**src/rtl/skintone_pkg.sv**
```systemverilog
// Fixed-point and counter constants shared by the skin-tone classifier.
// Pixel means are unsigned 9.9; distances and limits use the same format.
package skintone_pkg;

  localparam int FP_INT_W  = 9;
  localparam int FP_FRAC_W = 9;
  localparam int FP_W      = FP_INT_W + FP_FRAC_W;
  localparam int DIFF_W    = FP_W + 1;
  localparam int COUNT_W   = 20;

  typedef logic [FP_W-1:0]    fp_t;
  typedef logic [COUNT_W-1:0] count_t;

  localparam fp_t    MEAN_DEFAULT_FP = 18'd78848;
  localparam fp_t    THRESH_FP       = 18'd5120;
  localparam count_t COUNT_MAX       = '1;

endpackage

```
**src/rtl/cr_delay_line.sv**
```systemverilog
// Fixed-depth shift register carrying a data word and its valid bit; the valid
// bit shifts every cycle so the output lines up with a later-arriving stream.
module cr_delay_line #(
  parameter int DEPTH  = 4,
  parameter int DATA_W = 9
) (
  input  logic              clk,
  input  logic              rst,
  input  logic [DATA_W-1:0] in_data,
  input  logic              in_vld,
  output logic [DATA_W-1:0] out_data,
  output logic              out_vld
);

  logic [DATA_W-1:0] data_q [DEPTH];
  logic [DATA_W-1:0] data_d [DEPTH];
  logic [DEPTH-1:0]  vld_q;
  logic [DEPTH-1:0]  vld_d;

  always_comb begin
    data_d[0] = in_data;
    vld_d[0]  = in_vld;
    for (int i = 1; i < DEPTH; i++) begin
      data_d[i] = data_q[i-1];
      vld_d[i]  = vld_q[i-1];
    end
  end

  always_ff @(posedge clk or posedge rst) begin
    if (rst) begin
      for (int i = 0; i < DEPTH; i++) data_q[i] <= '0;
      vld_q <= '0;
    end else begin
      data_q <= data_d;
      vld_q  <= vld_d;
    end
  end

  assign out_data = data_q[DEPTH-1];
  assign out_vld  = vld_q[DEPTH-1];

endmodule

```
**src/rtl/skin_classifier.sv**
```systemverilog
// Classifies pixels as skin by |Cr - mean Cr| <= THRESH in 9.9 fixed point.
// Define SKIN_COUNT_EN to build the per-frame skin pixel counter.
module skin_classifier
  import skintone_pkg::*;
#(
  parameter int          CR_DELAY     = 4,
  parameter logic [17:0] THRESH       = THRESH_FP,
  parameter logic [17:0] MEAN_DEFAULT = MEAN_DEFAULT_FP
) (
  input  logic        clk,
  input  logic        rst,
  input  logic [7:0]  cr_value,
  input  logic        cr_value_valid,
  input  logic        frame_end,
  input  logic [17:0] mean_cr_result,
  input  logic        mean_cr_result_valid,
  output logic        skin_mask,
  output logic        skin_mask_valid,
  output logic [19:0] skin_count,
  output logic        skin_count_valid,
  output logic        align_error
);

  function automatic fp_t abs_diff(input logic signed [DIFF_W-1:0] d);
    logic signed [DIFF_W-1:0] neg;
    neg = -d;
    return d[DIFF_W-1] ? neg[FP_W-1:0] : d[FP_W-1:0];
  endfunction

  function automatic count_t sat_inc(input count_t c, input logic inc);
    return (inc && (c != COUNT_MAX)) ? c + count_t'(1) : c;
  endfunction

`ifdef SKIN_COUNT_EN
  localparam int DLY_W = 9;
`else
  localparam int DLY_W = 8;
`endif

  logic [DLY_W-1:0] dly_in, dly_out;
  logic [7:0]       cr_dly;
  logic             vld_dly;
  logic             fe_dly;

`ifdef SKIN_COUNT_EN
  assign dly_in = {frame_end, cr_value};
  assign cr_dly = dly_out[7:0];
  assign fe_dly = dly_out[8];
`else
  logic unused_fe;
  assign dly_in    = cr_value;
  assign cr_dly    = dly_out;
  assign fe_dly    = 1'b0;
  assign unused_fe = frame_end ^ fe_dly;
`endif

  cr_delay_line #(
    .DEPTH  (CR_DELAY),
    .DATA_W (DLY_W)
  ) u_cr_delay_line (
    .clk      (clk),
    .rst      (rst),
    .in_data  (dly_in),
    .in_vld   (cr_value_valid),
    .out_data (dly_out),
    .out_vld  (vld_dly)
  );

  fp_t                      mean_eff;
  logic signed [DIFF_W-1:0] diff_p1_d, diff_p1_q;
  logic                     fe_p1_d, fe_p1_q;
  logic                     vld_p1_d, vld_p1_q;
  logic                     align_error_d, align_error_q;
  logic                     skin_mask_d, skin_mask_q;
  logic                     skin_mask_valid_d, skin_mask_valid_q;

  always_comb begin
    mean_eff          = (mean_cr_result == '0) ? MEAN_DEFAULT : mean_cr_result;
    diff_p1_d         = $signed({2'b00, cr_dly, 9'b0}) - $signed({1'b0, mean_eff});
    fe_p1_d           = fe_dly;
    vld_p1_d          = vld_dly & mean_cr_result_valid;
    align_error_d     = align_error_q | (vld_dly ^ mean_cr_result_valid);
    skin_mask_d       = vld_p1_q & (abs_diff(diff_p1_q) <= THRESH);
    skin_mask_valid_d = vld_p1_q;
  end

  // Stage 1 / stage 2 boundary: data registers carry no reset, valids do.
  always_ff @(posedge clk) begin
    diff_p1_q <= diff_p1_d;
    fe_p1_q   <= fe_p1_d;
  end

  always_ff @(posedge clk or posedge rst) begin
    if (rst) begin
      vld_p1_q          <= 1'b0;
      align_error_q     <= 1'b0;
      skin_mask_q       <= 1'b0;
      skin_mask_valid_q <= 1'b0;
    end else begin
      vld_p1_q          <= vld_p1_d;
      align_error_q     <= align_error_d;
      skin_mask_q       <= skin_mask_d;
      skin_mask_valid_q <= skin_mask_valid_d;
    end
  end

  assign skin_mask       = skin_mask_q;
  assign skin_mask_valid = skin_mask_valid_q;
  assign align_error     = align_error_q;

`ifdef SKIN_COUNT_EN
  count_t frame_cnt_d, frame_cnt_q;
  count_t skin_count_d, skin_count_q;
  logic   skin_count_valid_d, skin_count_valid_q;
  count_t cnt_inc;

  // The frame total includes the frame_end pixel itself, hence the look-ahead on skin_mask_d.
  always_comb begin
    cnt_inc            = sat_inc(frame_cnt_q, skin_mask_d);
    frame_cnt_d        = frame_cnt_q;
    skin_count_d       = skin_count_q;
    skin_count_valid_d = 1'b0;
    if (vld_p1_q) begin
      if (fe_p1_q) begin
        skin_count_d       = cnt_inc;
        skin_count_valid_d = 1'b1;
        frame_cnt_d        = '0;
      end else begin
        frame_cnt_d = cnt_inc;
      end
    end
  end

  always_ff @(posedge clk or posedge rst) begin
    if (rst) begin
      frame_cnt_q        <= '0;
      skin_count_q       <= '0;
      skin_count_valid_q <= 1'b0;
    end else begin
      frame_cnt_q        <= frame_cnt_d;
      skin_count_q       <= skin_count_d;
      skin_count_valid_q <= skin_count_valid_d;
    end
  end

  assign skin_count       = skin_count_q;
  assign skin_count_valid = skin_count_valid_q;
`else
  logic unused_cnt;
  assign unused_cnt       = fe_p1_q;
  assign skin_count       = '0;
  assign skin_count_valid = 1'b0;
`endif

endmodule

```
**config.mk**
```make
export PLATFORM = sky130hd
export DESIGN_NAME = skin_classifier
export DESIGN_NICKNAME = d
export VERILOG_FILES = /design/src/rtl/skintone_pkg.sv /design/src/rtl/cr_delay_line.sv /design/src/rtl/skin_classifier.sv
export SDC_FILE = /design/constraint.sdc
export NUM_CORES = 1
export LEC_CHECK = 0
export CORE_MARGIN = 3
export CORE_UTILIZATION = 54
export DETAILED_ROUTE_END_ITERATION = 7
export PLACE_DENSITY = 0.84
export SLEW_MARGIN = 20
export SYNTH_ARGS = -nofsm -noshare
export SYNTH_HDL_FRONTEND = slang
export SYNTH_SLANG_ARGS = --single-unit
export TNS_END_PERCENT = 50
```
**constraint.sdc**
```tcl
create_clock -name clk -period 4.85 [get_ports clk]
set_input_delay 0.97 -clock clk [delete_from_list [all_inputs] [get_ports clk]]
set_output_delay 0.97 -clock clk [all_outputs]
set_load 0.03 [all_outputs]
```
* Word-level counts from Yosys, hierarchy flattened
Cells that the tools add are included.
** Storage, ports and cells
- Input port bits :: 31
- Logic and storage cells :: 20
- Output and inout port bits :: 24
- Register bits after elaboration :: 59
** Operators by class
- $lt $le $gt $ge :: 1
- $add $sub $neg :: 2
- Reduce and logical (&&, ||, !) cells :: 1
- Bitwise gates (word level) :: 4
- Muxes and demuxes :: 2
** Operator list (number)
- $mux W18 :: 2
- $sub A17 B18 Y19 :: 1
- $le A18 B13 Y1 const B :: 1
- $logic_not A18 Y1 :: 1
- $neg A18 Y18 :: 1
- $and A1 B1 Y1 :: 2
- $or A1 B1 Y1 :: 1
- $xor A1 B1 Y1 :: 1

* Logic depth before layout (Yosys ltp)
Gate-level depths: netlist of the first run.
- Depth after elaboration :: 4
- Gate-level depth with buffers :: 11
- Mapped depth without buffers :: 11

* Modules after synthesis
A second synthesis of the first run with hierarchy kept.
** Second synthesis, totals
- Cells, all modules :: 238
- Area, all modules :: 2572.5 sq um
** Modules (own cells, without submodules)
- skin_classifier :: times used 1, seq. area each 480.5 sq um, cells each 201, area each 1667.8 sq um
- cr_delay_line :: times used 1, seq. area each 900.9 sq um, cells each 37, area each 904.6 sq um

* Worst setup path before layout of the first run
Ideal clock, no wire load.
- Kind :: input port to flip-flop
- Start :: input port mean_cr_result[0]
- End :: register diff_p1_q[17]
- Stages :: 11
- Buffers on the path :: 0
- Arrival time :: 3.476 ns
- Setup slack :: 1.251 ns
- Setup time :: 0.123 ns
- Path through :: or4_1 -> nor3_1 -> and3_1 -> nor2_1 -> ha_1 -> nand2_1 -> o41ai_1 -> a41oi_1 -> o21ai_0 -> a21oi_1 -> xor2_1
** Between the ends
- Cells in the longest elaborated chain, start to end :: 3
** RTL lines
- start, declared :: line skin_classifier.sv:15 : input logic [17:0] mean_cr_result,
- $logic_not A18 Y1 :: line skin_classifier.sv:78 : mean_eff = (mean_cr_result == '0) ? MEAN_DEFAULT : mean_cr_result;
- $mux W18 * :: line skin_classifier.sv:78
- $sub A17 B18 Y19 * :: line skin_classifier.sv:79 : diff_p1_d = $signed({2'b00, cr_dly, 9'b0}) - $signed({1'b0, mean_eff});
- net diff_p1_d[17] :: line skin_classifier.sv:70 : logic signed [DIFF_W-1:0] diff_p1_d, diff_p1_q;
- end signal, assigned :: line skin_classifier.sv:89 : diff_p1_q <= diff_p1_d;
- end, declared :: line skin_classifier.sv:70
The timed path passes the listed nets; every way through them passes the cells marked *.

* Worst setup path after layout of the first run
Ends and elaborated chain as after synthesis.

==> results.ini, run 1 <==
[cells_and_area]
layout-drive-gt1-share = 0.0982
fin_area_um2 = 3100
syn2layout_area_growth_pct = 20.3
diodes = 0
nNetsFinal = 313

[outcome]
status = finished clean

[global_routing]
grtUsageMet1 = 0.197
antenna_found_initial = 0
grt_start_max_net_pins = 41
top_usage_layer = met2
grtUsageMet2 = 0.288
met3_usage = 0.0454
grt_overflow = 0
grt_usage = 0.171
grt_pass1_vias = 1682
grt_pass1_wl_um = 7140

[timing]
fmax_mhz = 248
hold_viol_final = 0
worst_pin_slew_ps = 517
finalClockSkew_ps = 7.56
max_slew_margin = 0.655
setup_viol = 0
whs_ps = 348
fin_crit_sh = 0.830
period_needed_ps = 4030
rsz0062_at_grt = false
fin_setup_tns_ps = 0
slew_violations = 0

[power]
peakVddDrop_uv = 281
pwr-share-seq = 0.461
switching_share = 0.249
combPwrFrac = 0.133
p_int_mw = 0.904
power_mw = 1.20
p_leak_nw = 1.36
power_density_nw_per_um2 = 388
p_clk_frac = 0.406
netSwitchingPower_mw = 0.300

[worst_setup_path]
cpMostUsedCell = a21oi_1
crit_required_ps = 5100
slowest_delay_ps = 630
worstPathMaxFanout = 4
critPathArrivalTime_ps = 4270
start_kind = primary input
worstSetupPathType = primary input to register
path_cells = clkdlybuf4s50_1 -> or4_1 -> nor3_1 -> and3_1 -> nor2_1 -> ha_1 -> a21oi_1 -> o41ai_1 -> buf_4 -> a41oi_1 -> o21ai_0 -> a21oi_1 -> xor2_1
crit_slowest_cell = or4_1
cp-end-kind = register

[die]
ios = 55
start_util = 0.576
core_area_um2 = 4470
row_count = 24
die_h_um = 75.1
die_area_um2 = 5640
die_x_um = 75.1

[detailed_routing]
drtAntennaViolNets = 0
drt_wl_total_um = 4390
firstDrtPassIters = 6
vias = 1743
viasPerCell = 5.33
drcViolationCount = 0
drtIter0Drc = 67
avgRoutedWirePerCell_um = 13.4

[clock_network]
cts-buffers-inserted = 9
cts_tree = done
cts_max_path_buffers = 2
htreeDepth = 3
ctsResizeCount = 0
post_cts_buffers = 0
ctsHoldBuffers = 0
clk_latency_ps = 320
cts_root_buf = clkbuf_8
clkTransAtPathRegs_ps = 60
cts.sinks = 59

[placement]
gp_congestion = 0.804
port_buffers = 32
hpwl_um = 3270
placed_cell_area_um2 = 2870

[yosys]
synth_area_um2 = 2580
yosysSeqAreaShare = 0.536
yosysUniqueCellTypes = 48
synth_cells = 230
synth-seq-cells = 59
synth.avg_cell_area_um2 = 11.2
synth_warnings = 0

[min_path]
hold_class = register to register

[run]
max_cap_violations = 0

power by group through the flow:
stage	clock network (mW)	logic, mW	registers (mW)
CTS	0.500	0.161	0.555
finish	0.488	0.161	0.555
global route	0.519	0.177	0.560
detailed placement	0	0.160	0.564
global placement	0	0.154	0.561
floorplan	0	0.126	0.556
cells in the final DEF, fill, tap and decap left out, types with 4 or more instances in the layout:
cell             count
xnor2_1             14
clkdlybuf4s50_1     32
inv_1               13
or4_1                4
dfxtp_1             19
dfrtp_1             40
nand2_1              8
xor2_1               7
o21ai_0              7
a21oi_1              8
nor3_1              10
ha_1                12
conb_1              21
nor2_1              14
clkbuf_8            10
cell usage after synthesis (all sizes together):
library cell,n,area [µm²]
a2111oi,2,23.8
a211oi,1,7.51
a21o,2,15.0
a21oi,8,40.0
a2bb2oi,1,8.76
a31oi,3,18.8
a32o,1,10.0
a41oi,1,8.76
and3,2,12.5
buf,23,174
clkbuf,3,11.3
conb,1,3.75
dfrtp,40,1000
dfxtp,19,380
ha,12,150
inv,13,48.8
mux2,1,11.3
mux2i,1,10.0
nand2,8,30.0
nand2b,3,18.8
nand3,3,15.0
nand4,1,6.26
nand4b,2,17.5
nor2,14,52.6
nor2b,1,6.26
nor3,10,50.1
nor3b,2,15.0
nor4,2,12.5
o211ai,1,7.51
o21ai,8,40.0
o22ai,1,6.26
o311ai,1,8.76
o31a,1,8.76
o31ai,2,15.0
o32ai,1,8.76
o41ai,4,53.8
or2,2,12.5
or3b,1,8.76
or4,6,52.6
or4b,1,10.0
xnor2,14,123
xor2,7,61.3
layout make-up:
type / count / area (µm²)
Sequential cell: 59 / 1380
Fill cell: 323 / 1370
Multi-Input combinational cell: 152 / 1040
Timing Repair Buffer: 35 / 343
Clock buffer: 10 / 138
Clock inverter: 6 / 88.8
Tap cell: 52 / 65.1
Inverter: 13 / 48.8
cells by family (layout without fill, tap and decap cells):
group | count (synthesis) | count (layout) | synth area share
other cells | 1 | 21 | 0.00146
xor+xnor | 21 | 21 | 0.0714
fa+ha+maj | 12 | 12 | 0.0583
flops | 59 | 59 | 0.536
buf+inv | 39 | 64 | 0.0908
mux | 2 | 2 | 0.00826
simple gates | 58 | 58 | 0.124
compound gates | 38 | 38 | 0.109
layer usage:
metal  vias to the layer above  part of all wire
met5                         -                 0
met4                         0             0.021
met3                        11             0.043
met2                        49              0.53
met1                       837              0.40
li1                        846                 -
registers in the layout, indices dropped and copies added, names as in the netlist:
name,count
skin_mask,1
align_error,1
u_cr_delay_line.vld_q,4
skin_mask_valid_d,1
diff_p1_q,19
skin_mask_valid,1
u_cr_delay_line.data_d,24
u_cr_delay_line.out_data,8
worst max-delay path, delay by kind of cell:
kind | cells | cell delay (ps)
AO/OA/AOI/OAI | 5 | 860
buffers and inverters | 2 | 600
adder cells (fa/ha/maj) | 1 | 340
AND/OR/NAND/NOR | 4 | 1350
XOR/XNOR | 1 | 150
final timing paths:
check                                                     startpoint                              endpoint  slack [ps]  depth (start not counted)
worst max register to register                  diff_p1_q[0]$_DFF_P_                   skin_mask$_DFF_PP0_        2280                          8
worst max-delay path                               mean_cr_result[0]                 diff_p1_q[17]$_DFF_P_         820                         13
worst min-delay path            u_cr_delay_line.data_d[20]$_DFF_PP0_  u_cr_delay_line.data_d[12]$_DFF_PP0_         350                          0
min in group asynchronous                                        rst   u_cr_delay_line.data_d[7]$_DFF_PP0_        1060                          3
max in group asynchronous                                        rst  u_cr_delay_line.data_d[16]$_DFF_PP0_        3460                          3
worst min register to register  u_cr_delay_line.data_d[20]$_DFF_PP0_  u_cr_delay_line.data_d[12]$_DFF_PP0_         350                          0
through the flow:
| step | setup slack [ps] | util | instances |
|---|---|---|---|
| 2_1_floorplan | 1250 | - | 250 |
| 3_3_place_gp | 506 | 0.642 | 311 |
| 3_5_place_dp | 499 | 0.642 | 311 |
| 4_1_cts | 820 | 0.693 | 327 |
| 5_1_grt | 582 | 0.693 | 327 |
| 6_report | 823 | 0.693 | 327 |
(Power assumes the default switching activity.)
==> inputs of run 2 (changes only) <==
--- a/config.mk
+++ b/config.mk
@@ -6,9 +6,9 @@
 export NUM_CORES = 1
 export LEC_CHECK = 0
 export CORE_MARGIN = 3
-export CORE_UTILIZATION = 54
+export CORE_UTILIZATION = 50
 export DETAILED_ROUTE_END_ITERATION = 7
-export PLACE_DENSITY = 0.84
+export PLACE_DENSITY = 0.79
 export SLEW_MARGIN = 20
 export SYNTH_ARGS = -nofsm -noshare
 export SYNTH_HDL_FRONTEND = slang
==> constraint.sdc (replaced) <==
create_clock -name clk -period 4.2 [get_ports clk]
set_input_delay 0.84 -clock clk [delete_from_list [all_inputs] [get_ports clk]]
set_output_delay 0.84 -clock clk [all_outputs]
set_load 0.03 [all_outputs]
==> run 2 against run 1 <==
Die area increased by 7.4%. Routed wire length shrank 4.1%. Flip-flop and latch count unchanged. Non-clock buffer count grew 1. Critical endpoint unchanged.
==> results.ini, run 2 (synthesis results as in run 1) <==
[min_path]
hold_class = register to register
min_from = u_cr_delay_line.data_d[8]$_DFF_PP0_

[timing]
hold_viol_final = 0  ; unchanged
max_slew_margin = 0.645  ; -0.00937
slew_violations = 0  ; unchanged
rsz0062_at_grt = false
finalClockSkew_ps = 5.16  ; -2.40 ps
fmax_mhz = 266
worst_pin_slew_ps = 532  ; +14.0 ps
period_needed_ps = 3760
worst_slack_ps = 441  ; -382 ps
setup_viol = 0  ; unchanged
fin_crit_sh = 0.895
fin_setup_tns_ps = 0  ; unchanged

[placement]
port_buffers = 32  ; unchanged
dp_slack_ps = 116  ; -383 ps
gp_congestion = 0.775  ; -3.7%
hpwl_um = 3220  ; -1.5%

[detailed_routing]
drtIter0Drc = 38  ; -43%
drtAntennaViolNets = 0  ; unchanged
firstDrtPassIters = 4  ; -2
vias = 1685  ; -3.3%
top_layer_used = met4
viasPerCell = 4.91  ; -7.8%
avgRoutedWirePerCell_um = 12.3  ; -8.6%
wl_met3_um = 248  ; +32%
wl_met1_um = 1690  ; -4.1%
drcViolationCount = 0  ; unchanged
drt_wl_total_um = 4210  ; -4.1%
wl_met2_um = 2170  ; -7.6%

[cells_and_area]
nNetsFinal = 314  ; +0.32%
ff_latch_area_um2 = 1380  ; unchanged
diodes = 0  ; unchanged
multi_input_area_um2 = 1040  ; unchanged
fill_cells = 416  ; +29%
largest_register_ffs = 24  ; unchanged
layout_commonest_cell = dfrtp_1
syn2layout_area_growth_pct = 20.1
layout_common_cells = 40 x dfrtp_1, 32 x clkdlybuf4s50_1, 21 x conb_1
layout-drive-gt1-share = 0.0978  ; -0.000356

[worst_setup_path]
cp-end-kind = register
r2r_start = diff_p1_q[0]$_DFF_P_
worstSetupPathType = primary input to register
crit_end = diff_p1_q[17]$_DFF_P_
critPathArrivalTime_ps = 3970  ; -300 ps
regToRegEndpoint = skin_mask$_DFF_PP0_
start_kind = primary input
rr_worst_depth = 8  ; unchanged
worstPathMaxFanout = 4  ; unchanged
startpoint = mean_cr_result[0]
crit_required_ps = 4410  ; -690 ps
ff2ff_setup_slack_ps = 1650  ; -630 ps

[clock_network]
ctsResizeCount = 0  ; unchanged
cts-buffers-inserted = 9  ; unchanged
cts_root_buf = clkbuf_8
post_cts_buffers = 0  ; unchanged
cts_tree = done
clkTransAtPathRegs_ps = 60  ; about the same
htreeDepth = 3  ; unchanged
cts_max_path_buffers = 2  ; unchanged
cts.sinks = 59  ; unchanged
clk_latency_ps = 330  ; about the same
ctsHoldBuffers = 0  ; unchanged

[power]
power_density_nw_per_um2 = 424  ; +9.1%
peakVddDrop_uv = 297  ; +5.6%
p_leak_nw = 1.36  ; -0.29%

[die]
die_h_um = 77.8  ; +3.6%
die_x_um = 77.8  ; +3.6%
start_util = 0.531  ; -0.0444
core_area_um2 = 4850  ; +8.4%
die_area_um2 = 6050  ; +7.4%
row_count = 25  ; +4.2%
ios = 55  ; unchanged

[run]
max_cap_violations = 0  ; unchanged

[global_routing]
grt_usage = 0.157  ; -0.0138
grt_overflow = 0  ; unchanged
grt_pass1_wl_um = 7250  ; +1.5%
grt_start_max_net_pins = 41  ; unchanged
grt_pass1_vias = 1696  ; +0.83%
antenna_found_initial = 0  ; unchanged

[outcome]
status = finished clean

## run 2: changes by cell type in the layout (fill, tap and decap cells not counted), sizes merged
| cell | before | now |
|---|---|---|
| clkinvlp | 2 | 1 |
| clkinv | 2 | 3 |
| buf | 3 | 4 |
| bufinv | 2 | 1 |
| clkbuf | 10 | 11 |
## run 2: area by class of cell
cell class,count,area share
Clock inverter,5,0.0170
Inverter,13,0.0158
Clock buffer,11,0.0457
Multi-Input combinational cell,152,0.335
Tap cell,67,0.0271
Timing Repair Buffer,36,0.113
Sequential cell,59,0.446
## run 2: how the worst min path moves through the flow
stage,end,slack (ps),cells past startpoint
6_report,u_cr_delay_line.data_d[0]$_DFF_PP0_,350,0
5_1_grt,u_cr_delay_line.out_data[7]$_DFF_PP0_,360,0
4_1_cts,u_cr_delay_line.data_d[0]$_DFF_PP0_,350,0
3_5_place_dp,u_cr_delay_line.data_d[0]$_DFF_PP0_,340,0
3_3_place_gp,u_cr_delay_line.out_data[6]$_DFF_PP0_,330,0
2_1_floorplan,u_cr_delay_line.data_d[0]$_DFF_PP0_,330,0
## run 2: metrics by stage
step / util / total power, mW / cells / area, µm² / hold WS (ps)
3_3_place_gp: 0.598 / 0.827 / 327 / 2900 / 332
3_5_place_dp: 0.598 / 0.833 / 327 / 2900 / 336
5_1_grt: 0.638 / 1.38 / 343 / 3090 / 356
6_report: 0.638 / 1.31 / 343 / 3090 / 348
2_1_floorplan: - / 0.788 / 250 / 2650 / 331
4_1_cts: 0.638 / 1.33 / 343 / 3090 / 349
## run 2: routing by layer
layer	vias up	GRT usage
li1	844	-
met1	792	0.172
met2	38	0.259
met3	11	0.0650
met4	0	0.0801
met5	-	0
## run 2: power by group
part | internal (mW) | switching (mW)
sequential | 0.609 | 0.0307
clock | 0.287 | 0.201
combinational | 0.0849 | 0.0985
total | 0.981 | 0.330
## run 2: worst max-delay path, stage by stage
cell and delay, ps:
clkdlybuf4s50_1 450, or4_1 630, nor3_1 310, and3_1 240
nor2_1 60, ha_1 340, nand2_1 70, o41ai_1 380
a41oi_1 230, o21ai_0 190, a21oi_1 100, xor2_1 140
